`src/rtl/datapath_pkg.sv`:
```
// datapath_pkg: shared types and default widths for the pipelined datapath.
//   alu_op_e      - 3-bit ALU operation code
//   *_DEF         - default parameter values for DATA_W, REG_AW, MEM_AW
//   ex_ctl_t      - width-independent control fields of the EX pipeline register
//   wb_ctl_t      - width-independent control fields of the WB pipeline register
// Width-dependent pipeline structs wrap these inside datapath_pipe, where the
// parameters are known.
package datapath_pkg;

    localparam int DATA_W_DEF = 16;
    localparam int REG_AW_DEF = 4;
    localparam int MEM_AW_DEF = 8;

    typedef enum logic [2:0] {
        ALU_ZERO   = 3'b000,
        ALU_ADD    = 3'b001,
        ALU_SUB    = 3'b010,
        ALU_PASS_A = 3'b011,
        ALU_XOR    = 3'b100,
        ALU_OR     = 3'b101,
        ALU_AND    = 3'b110,
        ALU_INC    = 3'b111
    } alu_op_e;

    typedef struct packed {
        logic    valid;
        logic    d_we;
        logic    mux_s;
        logic    w_en;
        alu_op_e alu_s;
    } ex_ctl_t;

    typedef struct packed {
        logic valid;
        logic mux_s;
        logic w_en;
    } wb_ctl_t;

endpackage

```
`src/rtl/dp_alu.sv`:
```
// dp_alu: combinational ALU, results wrap modulo 2**DATA_W.
//   a, b : operands
//   op   : operation (alu_op_e)
//   y    : result
module dp_alu
    import datapath_pkg::*;
#(
    parameter int DATA_W = DATA_W_DEF
) (
    input  logic [DATA_W-1:0] a,
    input  logic [DATA_W-1:0] b,
    input  alu_op_e           op,
    output logic [DATA_W-1:0] y
);

    always_comb begin
        y = '0;
        case (op)
            ALU_ZERO:   y = '0;
            ALU_ADD:    y = a + b;
            ALU_SUB:    y = a - b;
            ALU_PASS_A: y = a;
            ALU_XOR:    y = a ^ b;
            ALU_OR:     y = a | b;
            ALU_AND:    y = a & b;
            ALU_INC:    y = a + DATA_W'(1);
            default:    y = '0;
        endcase
    end

endmodule

```
`src/rtl/datapath_pipe.sv`:
```
// datapath_pipe: two-stage (EX, WB) pipelined datapath with register file,
// ALU, synchronous data memory and write-back select.
//   clk, rst_n          - clock / async active-low reset
//   in_valid, in_ready  - micro-op handshake (in_ready = !hold)
//   d_addr, d_we        - data-memory address / store enable (stores operand B)
//   mux_s               - write-back select: 1 = memory read data, 0 = ALU result
//   w_addr, w_en        - register-file write address / enable
//   ra_addr, rb_addr    - operand read addresses
//   alu_s               - ALU operation
//   hold                - downstream stall, freezes EX and WB
//   alu_a, alu_b        - EX operands after forwarding (0 when EX is empty)
//   alu_out             - EX ALU result (0 when EX is empty)
//   res_valid, res_data - WB result
module datapath_pipe
    import datapath_pkg::*;
#(
    parameter int DATA_W = DATA_W_DEF,
    parameter int REG_AW = REG_AW_DEF,
    parameter int MEM_AW = MEM_AW_DEF
) (
    input  logic              clk,
    input  logic              rst_n,
    input  logic              in_valid,
    output logic              in_ready,
    input  logic [MEM_AW-1:0] d_addr,
    input  logic              d_we,
    input  logic              mux_s,
    input  logic [REG_AW-1:0] w_addr,
    input  logic              w_en,
    input  logic [REG_AW-1:0] ra_addr,
    input  logic [REG_AW-1:0] rb_addr,
    input  logic [2:0]        alu_s,
    input  logic              hold,
    output logic [DATA_W-1:0] alu_a,
    output logic [DATA_W-1:0] alu_b,
    output logic [DATA_W-1:0] alu_out,
    output logic              res_valid,
    output logic [DATA_W-1:0] res_data
);

    localparam int N_REGS  = 2 ** REG_AW;
    localparam int N_WORDS = 2 ** MEM_AW;

    typedef struct packed {
        ex_ctl_t           ctl;
        logic [MEM_AW-1:0] d_addr;
        logic [REG_AW-1:0] w_addr;
        logic [REG_AW-1:0] ra_addr;
        logic [REG_AW-1:0] rb_addr;
    } ex_reg_t;

    typedef struct packed {
        wb_ctl_t           ctl;
        logic [REG_AW-1:0] w_addr;
        logic [DATA_W-1:0] alu_res;
    } wb_reg_t;

    logic [DATA_W-1:0] rf  [N_REGS];
    logic [DATA_W-1:0] mem [N_WORDS];

    ex_reg_t           ex_q, ex_d;
    wb_reg_t           wb_q, wb_d;
    logic [DATA_W-1:0] mem_q;
    logic [DATA_W-1:0] op_a, op_b, alu_y;
    logic              fwd_a, fwd_b, wb_write;

    assign in_ready = ~hold;

    // WB result forwarded into EX whenever WB is about to write the register EX reads.
    assign wb_write = wb_q.ctl.valid && wb_q.ctl.w_en;
    assign fwd_a    = wb_write && (wb_q.w_addr == ex_q.ra_addr);
    assign fwd_b    = wb_write && (wb_q.w_addr == ex_q.rb_addr);
    assign op_a     = fwd_a ? res_data : rf[ex_q.ra_addr];
    assign op_b     = fwd_b ? res_data : rf[ex_q.rb_addr];

    dp_alu #(.DATA_W(DATA_W)) u_alu (
        .a  (op_a),
        .b  (op_b),
        .op (ex_q.ctl.alu_s),
        .y  (alu_y)
    );

    assign alu_a   = ex_q.ctl.valid ? op_a  : '0;
    assign alu_b   = ex_q.ctl.valid ? op_b  : '0;
    assign alu_out = ex_q.ctl.valid ? alu_y : '0;

    assign res_valid = wb_q.ctl.valid;
    assign res_data  = wb_q.ctl.mux_s ? mem_q : wb_q.alu_res;

    always_comb begin
        ex_d             = '0;
        ex_d.ctl.valid   = in_valid;
        ex_d.ctl.d_we    = d_we;
        ex_d.ctl.mux_s   = mux_s;
        ex_d.ctl.w_en    = w_en;
        ex_d.ctl.alu_s   = alu_op_e'(alu_s);
        ex_d.d_addr      = d_addr;
        ex_d.w_addr      = w_addr;
        ex_d.ra_addr     = ra_addr;
        ex_d.rb_addr     = rb_addr;

        wb_d             = '0;
        wb_d.ctl.valid   = ex_q.ctl.valid;
        wb_d.ctl.mux_s   = ex_q.ctl.mux_s;
        wb_d.ctl.w_en    = ex_q.ctl.w_en;
        wb_d.w_addr      = ex_q.w_addr;
        wb_d.alu_res     = alu_out;
    end

    // Pipeline registers and the memory read register all freeze under hold.
    always_ff @(posedge clk or negedge rst_n) begin
        if (!rst_n) begin
            ex_q  <= '0;
            wb_q  <= '0;
            mem_q <= '0;
        end else if (!hold) begin
            ex_q <= ex_d;
            wb_q <= wb_d;
            if (ex_q.ctl.valid) begin
                mem_q <= mem[ex_q.d_addr];
            end
        end
    end

    // Memory is not reset; the read above sees the pre-store contents on
    // a same-address read-during-write.
    always_ff @(posedge clk) begin
        if (rst_n && !hold && ex_q.ctl.valid && ex_q.ctl.d_we) begin
            mem[ex_q.d_addr] <= op_b;
        end
    end

    always_ff @(posedge clk or negedge rst_n) begin
        if (!rst_n) begin
            for (int i = 0; i < N_REGS; i++) begin
                rf[i] <= '0;
            end
        end else if (!hold && wb_write) begin
            rf[wb_q.w_addr] <= res_data;
        end
    end

endmodule

```
`config.mk`:
```
export PLATFORM = sky130hd
export DESIGN_NAME = datapath_pipe
export DESIGN_NICKNAME = d
export VERILOG_FILES = /design/src/rtl/datapath_pkg.sv /design/src/rtl/dp_alu.sv /design/src/rtl/datapath_pipe.sv
export SDC_FILE = /design/constraint.sdc
export NUM_CORES = 2
export LEC_CHECK = 0
export BUFFER_PORTS_ARGS = -buffer_cell sky130_fd_sc_hd__clkbuf_2
export CORE_MARGIN = 10
export CORE_UTILIZATION = 35
export CTS_CLUSTER_SIZE = 10
export DETAILED_ROUTE_END_ITERATION = 8
export PLACE_DENSITY = 0.51
export REMOVE_ABC_BUFFERS = 1
export SETUP_SLACK_MARGIN = 0.15
export SYNTH_ARGS = -nofsm -noshare
export SYNTH_HDL_FRONTEND = slang
export SYNTH_SLANG_ARGS = --single-unit
```
`constraint.sdc`:
```
create_clock -name clk -period 25.3 [get_ports clk]
set_clock_uncertainty 0.15 [all_clocks]
set_input_delay 3.795 -clock clk [delete_from_list [all_inputs] [get_ports clk]]
set_output_delay 3.795 -clock clk [all_outputs]
set_load 0.05 [all_outputs]
```
==> results by group <==
Outcome
  – Outcome: finished, final reports clean

Worst setup path
  – Kind of cell adding the most delay to the critical path: compound AO/OA/AOI/OAI gates
  – CP bufs+invs: 4
  – Crit path cell chain: buf_4 > mux4_2 > o22ai_1 > or3_1 > o21ai_4 > buf_12 > inv_1 > ha_1 > nand2_1 > nor2_1 > a21oi_1 > o21ai_0 > ha_1 > a21o_1 > a21o_1 > a2111oi_0 > o31ai_1 > o41a_1 > a31oi_1 > xnor2_1 > a222oi_1 > nor2_1 > clkbuf_2
  – CP max-delay cell: dfrtp_4
  – R2R Setup Slk: 17,610 ps
  – Worst-case reg-to-reg path depth: 11
  – Startpoint types: register
  – Crit path max fanout: 197
  – Crit end category: output pin
  – Peak per-stage delay on the critical path: 850 ps
  – Critical Path AT: 8440 ps
  – Crit Reg-Reg Endpoint: mem_q[4]$_DFFE_PN0P_
  – FF-to-FF Start: ex_q[12]$_DFFE_PN0N_
  – Crit Path Class: register to output pin
  – Worst EP required: 21,350 ps

Clock tree
  – Clk slew on worst S/H paths: 60 ps
  – Clock sink count: 4,418
  – Cts bufs inserted: 524
  – CTS tree: built
  – CTS Hold Bufs: 0
  – Clock latency on the worst-skew pair: 1060 ps
  – Post-CTS Setup Bufs: 0
  – Post-cts resize count: 0
  – Clock Path Buffers: 4
  – Root Driver: clkbuf_16
  – H-tree depth: 6

Hold path
  – Hold depth: 2
  – Beginning of the worst hold path: rf[15]$_DFFE_PN0P_
  – WHS Endpoint: rf[15]$_DFFE_PN0P_
  – Hold Path Class: register to register

Floorplanning
  – Die area: 528,000 sq um
  – Core region area: 498,000 sq um
  – Die Wd: 727 microns
  – Die H: 727 microns
  – Initial core utilization: 35.1%
  – Site Rows: 259
  – Io pins: 96

Detailed routing
  – Post-route ant nets: 0
  – DR vias: 86,500
  – Wirelength, routed: 511 mm
  – Initial DRC Count: 9,512
  – # DRC: 0
  – Via density: 5.60
  – Wire per inst: 33.1 microns
  – Detailed Routing Iterations Pass 1: 6

Power
  – IR drop worst, VDD: 0.0739 mV
  – Total power: 18,900 uW
  – P_leak: 0.0638 uW
  – Pwr Density: 93.9 nW/um^2

Timing
  – Final worst path period need: 12,390 ps
  – Final Hold Viols: 0
  – Max-slew violations: 0
  – FMAX: 80.7 MHz
  – Setup TNS: 0 ps
  – Worst-margin pin slew: 1390 ps
  – Slew Limit Headroom: 6.43%
  – Final setup vio count: 0
  – Period utilization: 49.0%
  – RSZ-0062 raised after global routing: no

GRT
  – Gr ovfl total: 0
  – Largest net degree at the start of global routing: 208
  – Initial antenna violation count: 28
  – Overall Global Routing Usage: 18.9%
  – First-pass GRT wire length: 716 mm
  – Vias in the first global route: 89,600

Place
  – Final HPWL from detailed placement: 299 mm
  – I/O Buffers: 95
  – Global placement routability congestion: 0.820

Cells and area
  – Most common cell after layout, fill and taps aside: edfxtp_1
  – Fin nets: 8,676
  – P&R area growth vs syn: 14.8%
  – Share of cells above drive strength 1: 33.9%
  – Most frequent cells in the layout: edfxtp_1, mux4_2, clkbuf_16, buf_4, dfrtp_1
  – Post-layout util: 40.3%
  – Fillers: 43,800

Synth
  – Post-synthesis average cell area: 21.7 sq um
  – Netlist cell types: 72
  – Fraction of synthesis flops using an asynchronous set or reset pin: 7.29%
  – Syn Inst Count: 8,042
  – Top_reg_cell synth: edfxtp_1
  – Number of flops mapped to enable cells by yosys: 4,096
  – YS warnings: 0
  – Seq/Total Area, Yosys: 75.0%
  – Post-synthesis instance area: 175,000 sq um
  – Flops & latches, synth: 4,418

Flow run
  – Number of max-cap violations: 0
worst max path at each step:
| stage | startpoint | end | slack (ps) | depth (start not counted) |
|---|---|---|---|---|
| 6_report | ex_q[0]$_DFFE_PN0N_ | alu_out[13] | 12910 | 23 |
| 5_1_grt | ex_q[0]$_DFFE_PN0N_ | alu_out[13] | 12380 | 23 |
| 4_1_cts | ex_q[0]$_DFFE_PN0N_ | alu_out[15] | 12750 | 25 |
| 3_5_place_dp | ex_q[0]$_DFFE_PN0N_ | alu_out[15] | 13930 | 25 |
| 3_3_place_gp | ex_q[0]$_DFFE_PN0N_ | alu_out[15] | 13830 | 25 |
| 2_1_floorplan | ex_q[12]$_DFFE_PN0N_ | mem[108][0]$_DFFE_PP_ | -17410 | 3 |
power breakdown:
group | internal [uW] | switching (uW)
Clock | 3860 | 2830
Sequential | 8950 | 167
Combinational | 907 | 2150
kinds of logic (layout without fill, tap and decap cells):
logic type | Yosys count | in the layout | synth area share [%]
buf+inv | 566 | 1288 | 1.32
xor+xnor | 31 | 31 | 0.155
compound gates | 491 | 491 | 1.68
simple gates | 920 | 920 | 2.18
flops | 4418 | 4418 | 75.0
fa+ha+maj | 52 | 52 | 0.376
other cells | 0 | 13 | 0
mux | 1564 | 1564 | 19.3
stage by stage:
| step | area [sq um] | instances | setup WS [ps] | hold WS [ps] |
|---|---|---|---|---|
| after global routing | 201000 | 15400 | 12380 | 373 |
| after detailed placement | 186000 | 14700 | 13930 | 336 |
| after floorplan | 173000 | 7538 | -17410 | 295 |
| after global placement | 186000 | 14700 | 13830 | 324 |
| after CTS | 201000 | 15400 | 12750 | 349 |
| final | 201000 | 15400 | 12910 | 349 |
layout make-up:
type / instances / area, sq um / area share [%]
clock buffer: 636 / 13800 / 6.88
multi-input combinational: 3058 / 42600 / 21.2
tap: 6655 / 8330 / 4.15
antenna: 13 / 32.5 / 0.0162
sequential: 4418 / 131000 / 65.3
timing repair buffer: 530 / 3970 / 1.98
clock inverter: 60 / 744 / 0.371
inverter: 62 / 263 / 0.131
flip-flops by register name, summed over array words and instances, names as in the netlist:
register	cells
mem_q	16
ex_q	27
res_valid	1
rf	256
wb_q	22
mem	4096
Yosys cell counts, types with 10 or more instances:
master       n  share of area, %
buf_1       89              0.19
mux4_2    1439                19
nand2_1    263              0.56
o22ai_1     21             0.075
xor2_1      10             0.050
clkbuf_1   311              0.67
dfrtp_1    322               4.6
nor2b_1     26             0.093
buf_2       97              0.28
nor2_1     493               1.1
nand4_1     16             0.057
inv_1       61              0.13
a211oi_1    11             0.047
o31ai_1     11             0.047
nand2b_1    12             0.043
nor3_1      17             0.049
mux2i_1     58              0.33
mux2_2      62              0.40
a32oi_1     15             0.075
edfxtp_1  4096                70
ha_1        51              0.36
o21ai_0    168              0.48
a21oi_1    166              0.48
nand3_1     56              0.16
a31oi_1     22             0.079
a22oi_1     20             0.086
xnor2_1     21              0.11
metal layers:
metal | GRT usage [%] | routed length (microns) | up-vias | share of wire, %
li1 | - | - | 34600 | -
met1 | 25.8 | 210000 | 47600 | 41
met2 | 30.6 | 246000 | 3490 | 48
met3 | 3.55 | 36100 | 829 | 7.1
met4 | 6.26 | 19000 | 2 | 3.7
met5 | 0 | 13 | - | 0.0025
worst min-delay path, delay by kind of cell, from the launching register on:
| kind | cells | cell delay [ps] |
|---|---|---|
| DFF | 1 | 350 |
| AOI/OAI and AO/OA | 1 | 60 |
| and+or+nand+nor | 1 | 50 |
Note: power is estimated with default switching activity, not from simulation.
